===== src/rtl/regfile_retire_scheduler.sv =====
// Retirement write scheduler for a 16-entry register file: queues up to two results per cycle,
// drains up to three per cycle without same-register collisions, and tracks per-register busy/owner.
module regfile_retire_scheduler #(
    parameter int DEPTH    = 8,
    parameter int WR_PORTS = 3,
    parameter int NREGS    = 16,
    parameter int TAG_W    = 4,
    parameter int DATA_W   = 16
) (
    input  logic                       clk,
    input  logic                       rst_n,
    input  logic                       retire_valid [2],
    input  logic [$clog2(NREGS)-1:0]   retire_reg   [2],
    input  logic [TAG_W-1:0]           retire_tag   [2],
    input  logic [DATA_W-1:0]          retire_data  [2],
    output logic                       retire_ready,
    input  logic                       dispatch_enable,
    input  logic [$clog2(NREGS)-1:0]   dispatch_reg,
    input  logic [TAG_W-1:0]           dispatch_tag,
    input  logic                       flush,
    output logic                       write_enable [WR_PORTS],
    output logic [$clog2(NREGS)-1:0]   write_reg    [WR_PORTS],
    output logic [DATA_W-1:0]          write_data   [WR_PORTS],
    output logic [NREGS-1:0]           busy_out,
    output logic [TAG_W-1:0]           owner_out    [NREGS],
    output logic [$clog2(DEPTH):0]     fifo_count
);
    localparam int PTR_W = $clog2(DEPTH);
    localparam int CNT_W = PTR_W + 1;
    localparam int REG_W = $clog2(NREGS);

    logic [REG_W-1:0]  q_reg  [DEPTH];
    logic [TAG_W-1:0]  q_tag  [DEPTH];
    logic [DATA_W-1:0] q_data [DEPTH];

    logic [PTR_W-1:0] rd_ptr_reg, wr_ptr_reg, wr_idx1;
    logic [CNT_W-1:0] count_reg, count_next, push_cnt, pop_cnt;
    logic             ready_reg, ready_next;
    logic             push0, push1;

    logic [REG_W-1:0]    head_reg  [WR_PORTS];
    logic [TAG_W-1:0]    head_tag  [WR_PORTS];
    logic [DATA_W-1:0]   head_data [WR_PORTS];
    logic [WR_PORTS-1:0] issue;

    // Pushes are gated by the registered ready, so the requester simply holds when it is low.
    assign push0      = ready_reg && retire_valid[0] && !flush;
    assign push1      = ready_reg && retire_valid[1] && !flush;
    assign wr_idx1    = wr_ptr_reg + PTR_W'(push0);
    assign push_cnt   = CNT_W'(push0) + CNT_W'(push1);
    assign count_next = count_reg + push_cnt - pop_cnt;
    assign ready_next = (count_next <= CNT_W'(DEPTH - 2));

    always_ff @(posedge clk) begin
        if (push0) begin
            q_reg[wr_ptr_reg]  <= retire_reg[0];
            q_tag[wr_ptr_reg]  <= retire_tag[0];
            q_data[wr_ptr_reg] <= retire_data[0];
        end
        if (push1) begin
            q_reg[wr_idx1]  <= retire_reg[1];
            q_tag[wr_idx1]  <= retire_tag[1];
            q_data[wr_idx1] <= retire_data[1];
        end
    end

    genvar gi;
    generate
        for (gi = 0; gi < WR_PORTS; gi++) begin : g_head
            logic [PTR_W-1:0] idx;
            assign idx           = rd_ptr_reg + PTR_W'(gi);
            assign head_reg[gi]  = q_reg[idx];
            assign head_tag[gi]  = q_tag[idx];
            assign head_data[gi] = q_data[idx];
        end
    endgenerate

    // In-order group: an entry issues only if every older head entry issued and no register repeats.
    always_comb begin
        issue    = '0;
        issue[0] = (count_reg != '0);
        for (int k = 1; k < WR_PORTS; k++) begin
            issue[k] = issue[k-1] && (count_reg > CNT_W'(k));
            for (int j = 0; j < k; j++) begin
                if (head_reg[j] == head_reg[k]) issue[k] = 1'b0;
            end
        end
    end

    always_comb begin
        pop_cnt = '0;
        for (int k = 0; k < WR_PORTS; k++) begin
            if (issue[k]) pop_cnt = pop_cnt + CNT_W'(1);
        end
    end

    always_ff @(posedge clk or negedge rst_n) begin
        if (!rst_n) begin
            rd_ptr_reg <= '0;
            wr_ptr_reg <= '0;
            count_reg  <= '0;
            ready_reg  <= 1'b1;
            for (int k = 0; k < WR_PORTS; k++) begin
                write_enable[k] <= 1'b0;
                write_reg[k]    <= '0;
                write_data[k]   <= '0;
            end
        end else if (flush) begin
            rd_ptr_reg <= '0;
            wr_ptr_reg <= '0;
            count_reg  <= '0;
            ready_reg  <= 1'b1;
            for (int k = 0; k < WR_PORTS; k++) write_enable[k] <= 1'b0;
        end else begin
            rd_ptr_reg <= rd_ptr_reg + PTR_W'(pop_cnt);
            wr_ptr_reg <= wr_ptr_reg + PTR_W'(push_cnt);
            count_reg  <= count_next;
            ready_reg  <= ready_next;
            for (int k = 0; k < WR_PORTS; k++) begin
                write_enable[k] <= issue[k];
                if (issue[k]) begin
                    write_reg[k]  <= head_reg[k];
                    write_data[k] <= head_data[k];
                end
            end
        end
    end

    assign fifo_count   = count_reg;
    assign retire_ready = ready_reg;

    // Busy/owner per register; a dispatch to the same register overrides a retirement clear.
    generate
        for (gi = 0; gi < NREGS; gi++) begin : g_reg
            logic             busy_reg;
            logic [TAG_W-1:0] owner_reg;
            logic             clear_hit;

            always_comb begin
                clear_hit = 1'b0;
                for (int k = 0; k < WR_PORTS; k++) begin
                    if (issue[k] && head_reg[k] == REG_W'(gi) && head_tag[k] == owner_reg)
                        clear_hit = 1'b1;
                end
            end

            always_ff @(posedge clk or negedge rst_n) begin
                if (!rst_n) begin
                    busy_reg  <= 1'b0;
                    owner_reg <= '0;
                end else if (flush) begin
                    busy_reg <= 1'b0;
                end else if (dispatch_enable && dispatch_reg == REG_W'(gi)) begin
                    busy_reg  <= 1'b1;
                    owner_reg <= dispatch_tag;
                end else if (clear_hit) begin
                    busy_reg <= 1'b0;
                end
            end

            assign busy_out[gi]  = busy_reg;
            assign owner_out[gi] = owner_reg;
        end
    endgenerate
endmodule

===== config.mk =====
export PLATFORM = sky130hd
export DESIGN_NAME = regfile_retire_scheduler
export DESIGN_NICKNAME = d
export VERILOG_FILES = /design/src/rtl/regfile_retire_scheduler.sv
export SDC_FILE = /design/constraint.sdc
export NUM_CORES = 1
export LEC_CHECK = 0
export ABC_AREA = 1
export CORE_MARGIN = 5
export CORE_UTILIZATION = 50
export CTS_CLUSTER_SIZE = 16
export DETAILED_ROUTE_END_ITERATION = 8
export GPL_TIMING_DRIVEN = 0
export PLACE_DENSITY = 0.68
export SYNTH_ARGS = -nofsm -noshare
export SYNTH_HDL_FRONTEND = slang
export SYNTH_SLANG_ARGS = --single-unit

===== constraint.sdc =====
create_clock -name clk -period 11.1 [get_ports clk]
set_input_delay 2.22 -clock clk [delete_from_list [all_inputs] [get_ports clk]]
set_output_delay 2.22 -clock clk [all_outputs]
set_load 0.02 [all_outputs]

* Word-level counts from Yosys, hierarchy flattened
Memories as Yosys holds them, arrays and structs flattened. A register that Yosys moved wholly into a read port is not among the register bits.
Cells that the tools add are included.
** Storage, ports and cells
- Bits in registers :: 106
- Memory bits (writable) :: 192
- Bits of input ports :: 62
- Output and inout bits :: 148
- Logic and storage cells :: 443
- Memories kept :: 3
** Memory list
- q_data :: depth 8, width 16, rd ports 3, clocked after Yosys merged registers in 3, wr ports 2, line 34 : logic [DATA_W-1:0] q_data [DEPTH];
- q_reg :: depth 8, width 4, rd ports 3, clocked after Yosys merged registers in 0, wr ports 2, line 32 : logic [REG_W-1:0] q_reg [DEPTH];
- q_tag :: depth 8, width 4, rd ports 3, clocked after Yosys merged registers in 0, wr ports 2, line 33 : logic [TAG_W-1:0] q_tag [DEPTH];
** Operators by class
- Add/subtract/negate cells :: 10
- Magnitude comparators :: 3
- Equality and inequality tests :: 111
- Multiplexer cells :: 111
- Bitwise logic cells :: 1
- Reduce and logical (&&, ||, !) cells :: 162
** Operators with widths (count)
- 4-bit equality test :: 51
- 4-bit equality test, second input constant :: 32
- 1-bit logical AND :: 118
- 1-bit two-way mux :: 105
- 4-bit by 3-bit equality test with 1-bit output, second input constant :: 16
- 3-bit nonzero test :: 16
- 2-bit AND reduction :: 19
- 4-bit by 2-bit equality test with 1-bit output, second input constant :: 8
- 4-bit by 1-bit equality test with 1-bit output, second input constant :: 4
- 4-bit logical NOT :: 4
- 4-bit two-way mux :: 3
- 3-bit two-way mux :: 3
- 4-bit by 1-bit adder with 4-bit output, second input constant :: 2
- 4-bit by 2-bit adder with 4-bit output :: 1
- 4-bit by 1-bit greater-than comparator with 1-bit output, second input constant :: 1
- 4-bit by 2-bit greater-than comparator with 1-bit output, second input constant :: 1
- 4-bit by 3-bit <= comparator with 1-bit output, second input constant :: 1
- 1-bit logical NOT :: 4
- 4-bit nonzero test :: 1
- 4-bit subtractor :: 1
- 3-bit by 1-bit adder with 3-bit output :: 1
- 3-bit by 1-bit adder with 3-bit output, second input constant :: 1
- 3-bit by 2-bit adder with 3-bit output :: 1
- 3-bit by 2-bit adder with 3-bit output, second input constant :: 1
- 3 further kinds :: 3

* Longest topological paths before layout
An unclocked memory read counts as a cell.
- Word-level depth :: 13
- Gate-level depth with buffers :: 26
- Mapped depth without buffers :: 24

* Worst setup path after synthesis
No wires, ideal clock.
- Path kind :: input to register
- From :: in flush
- To :: mem q_data[5][0] (enable)
- Setup time :: 0.561 ns
- Arrival time :: 4.700 ns
- Data required time :: 10.539 ns
- Setup slack :: 5.839 ns
- Stages :: 10
- Buffers on the path :: 2
- Cells stage by stage :: buf_1 -> nor2_1 -> ha_1 -> ha_1 -> or2_2 -> nand2_1 -> nor2_1 -> nand2_1 -> clkbuf_1 -> o21ai_0
** RTL lines
- start, declared :: line 20 : input logic flush,
- end, declared :: line 34

==> flow_summary_export.csv <==
group,metric,value,unit
final_layout,finalInstanceArea,25610,um^2
yosys,synth_top_area_frac,0.2666,
yosys,yosys-top-cells-count,"964 x nand2_1, 428 x o21ai_0, 302 x nor2_1, 199 x inv_1, 192 x edfxtp_1",
clock_network,postCtsHoldBufs,0,
outcome,status,"finished clean",
clock_network,cts_made_buffers,39,
detailed_routing,drt_first_pass_iters,6,
power_and_ir_drop,comb_power_share,0.581,
global_routing,grt_usage,0.3613,
power_and_ir_drop,power_switching,3.814,mW
yosys,avgSynthCellArea,7.446,um^2
min_path,worstHoldPathCells,2,
power_and_ir_drop,pwr-share-seq,0.247,
worst_setup_path,slowest_stage,"buf_1",
sta,rsz0062_at_grt,"no",
clock_network,ctsLongestPathBuffers,3,
detailed_routing,routedWlPerCell,23.58,um
clock_network,post_cts_buffers,0,
sta,fmax,163.1,MHz
final_layout,layout.area.seq,9620,um^2
yosys,synth.largest_area_cell,"edfxtp_1",
floorplan,start_util,0.5032,
power_and_ir_drop,p_sw_frac,0.5081,
clock_network,cts_root_buffer,"clkbuf_16",
worst_setup_path,path_depth,12,
final_layout,final_cells,3750,
yosys,synth_edf_count,192,
final_layout,drive_gt1_frac,0.06256,
global_routing,grt_pass1_vias,20183,
yosys,netlist_instances,2905,
sta,period_minus_slack,6133,ps
floorplan,die_w,218.0,um
place,globalplace.congestion,1.029,
sta,slew_viol_final,0,
detailed_routing,drtIter0Drc,3149,
floorplan,die_y,218.0,um
worst_setup_path,rr_worst_depth,19,
clock_network,clk_pin_slew_worst_paths,60,ps
final_layout,largest_register_ffs,128,
worst_setup_path,cpPeakStageDelay,880,ps
sta,finClkSkew,18.47,ps
sta,fin_tns_setup,0,ps
place,hpwl,69490,um
power_and_ir_drop,clkPwrFrac,0.171,
sta,worst_slew_margin_rel,0.2342,
power_and_ir_drop,vdd_drop_max,0.0002074,V
clock_network,cts_num_sinks,346,
yosys,synth_fp_nets,2983,
final_layout,n_antenna_cell,0,
yosys,ys_types,49,
sta,fin_crit_sh,0.5525,
min_path,hp-start,"write_reg[8]",
clock_network,cts_tree,"built",
global_routing,antenna_found_initial,0,
worst_setup_path,crit_type,"in -> reg",
yosys,synth_warnings,0,
final_layout,area.growth.synth_to_final,18.40,%
min_path,hold_class,"reg -> reg",
yosys,async_flop_share,0.4451,
sta,hold_violations,0,
worst_setup_path,worstPathMaxFanout,10,
clock_network,post_cts_resized,0,
floorplan,coreArea,42980,um^2
clock_network,insertion_delay,580,ps
detailed_routing,ant_nets,0,
floorplan,ios,210,
final_layout,multi_input_area,10310,um^2
power_and_ir_drop,cellPowerDensity,293.1,nW/um^2
place,numPortBuffers,185,
worst_setup_path,crit_chain,"clkdlybuf4s50_1, buf_1, nor2_1, ha_1, ha_1, or2_2, nand2_1, nor2_1, nand2_1, clkbuf_1, clkbuf_1, o21ai_0",
worst_setup_path,crit_arrival,6440,ps
worst_setup_path,cp_top_family,"buffers and inverters",
worst_setup_path,crit_required,11400,ps
power_and_ir_drop,p_int,3.692,mW
worst_setup_path,critPathBufInv,4,
yosys,synth_area_leaders,"edfxtp_1 27%, dfrtp_1 18%, nand2_1 17%, o21ai_0 9.9%, nor2_1 5.2%",
final_layout,nNetsFinal,3216,
clock_network,htreeDepth,2,
detailed_routing,via_per_inst,5.841,
floorplan,rows,76,
sta,worstMarginPinSlew,1149,ps
place,dp.cells,3682,
yosys,dominantRegCellSynth,"edfxtp_1",
detailed_routing,route.detailed.drc,0,
yosys,ys_ff_latch,346,
global_routing,grt_max_degree,86,
job,drv_cap,0,
sta,setup_violations,0,
worst_setup_path,cp-end-kind,"flip-flop",
worst_setup_path,r2r_slack,6000,ps
global_routing,overflow,0,
detailed_routing,wl,88410,um
yosys,yosysMostFrequentCell,"nand2_1",
global_routing,grt_pass1_wl,129700,um
worst_setup_path,r2r-start,"rd_ptr_reg[1]",
yosys,netlist_area,21630,um^2
final_layout,nFillCells,3936,
worst_setup_path,cp-start-kind,"primary input",
worst_setup_path,crit_start,"flush",
detailed_routing,via_count,21905,
floorplan,dieArea,47520,um^2
place,dpl_cell_area,24380,um^2
yosys,ys_seq_area_frac,0.4448,
power_and_ir_drop,leakage,11.27,nW
layout by cell type (no fill, tap or decap), drive strengths merged, types with 2 or more instances in the layout:
cell type / count
o21a: 17
nand4: 22
xnor2: 13
clkdlybuf4s50: 184
xor2: 105
nand3: 78
a22o: 2
nor3: 20
o221ai: 15
a21oi: 67
nor3b: 2
a41oi: 3
o21bai: 2
nand2: 970
o21ai: 433
a2111oi: 2
o2111ai: 6
a221oi: 9
dfrtp: 153
buf: 89
ha: 12
clkbuf: 161
a211o: 2
o22ai: 30
fa: 4
inv: 210
o211ai: 14
clkinv: 11
edfxtp: 192
nor2: 315
mux2i: 14
bufinv: 2
cell families (layout without fill, tap and decap cells):
| family | after synthesis | in the layout | synth area share |
|---|---|---|---|
| AOI/OAI and AO/OA | 605 | 605 | 0.1527 |
| xor gates and xnor gates | 118 | 118 | 0.04813 |
| adders and majority gates | 16 | 16 | 0.01064 |
| buffers and inverters | 397 | 657 | 0.08070 |
| DFF | 346 | 346 | 0.4448 |
| muxes | 14 | 14 | 0.006479 |
| and+or+nand+nor | 1409 | 1409 | 0.2566 |
power groups by stage:
stage,logic [mW],registers (mW),clock network (mW)
detailed placement,4.24,1.87,0
global route,4.65,1.87,1.34
global placement,4.15,1.87,0
CTS,4.26,1.84,1.29
floorplan,2.47,1.95,0
finish,4.36,1.86,1.29
through the flow:
| step | hold WS (ps) | utilization | setup WS [ps] | power [mW] |
|---|---|---|---|---|
| floorplan | 509.9 | - | 5839 | 4.423 |
| global placement | 488.0 | 0.5633 | 1654 | 6.018 |
| detailed placement | 486.0 | 0.5672 | 4489 | 6.106 |
| CTS | 497.4 | 0.5958 | 5079 | 7.388 |
| global route | 526.2 | 0.5958 | 4921 | 7.864 |
| finish | 499.2 | 0.5958 | 4967 | 7.507 |
cell type report:
class,instances,share of cell area
multi-input cells,2162,0.4025
well taps,585,0.02858
plain buffers,192,0.03801
clock buffers,50,0.04129
repair buffers,192,0.07695
inverters,205,0.03015
clock inverters,18,0.006791
flip-flops and latches,346,0.3757
worst paths after layout:
check | to
max | q_reg[5][3]
min | write_reg[8]
max reg2reg | retire_ready
min reg2reg | write_reg[8]
max in group asynchronous | retire_ready
min in group asynchronous | g_reg[6].owner_reg[2]
per-layer routing:
layer	GRT usage	vias to the layer above	wire [um]
met1	0.4927	10255	34150
li1	-	9969	-
met4	0.1518	0	4237
met5	0	-	0
met2	0.5710	1446	39530
met3	0.06622	235	10500
worst min-delay path: stages (launching register included):
cell	delay (ps)
dfrtp_1	350
nand2_1	50
o21ai_0	60
(Power assumes the default switching activity.)
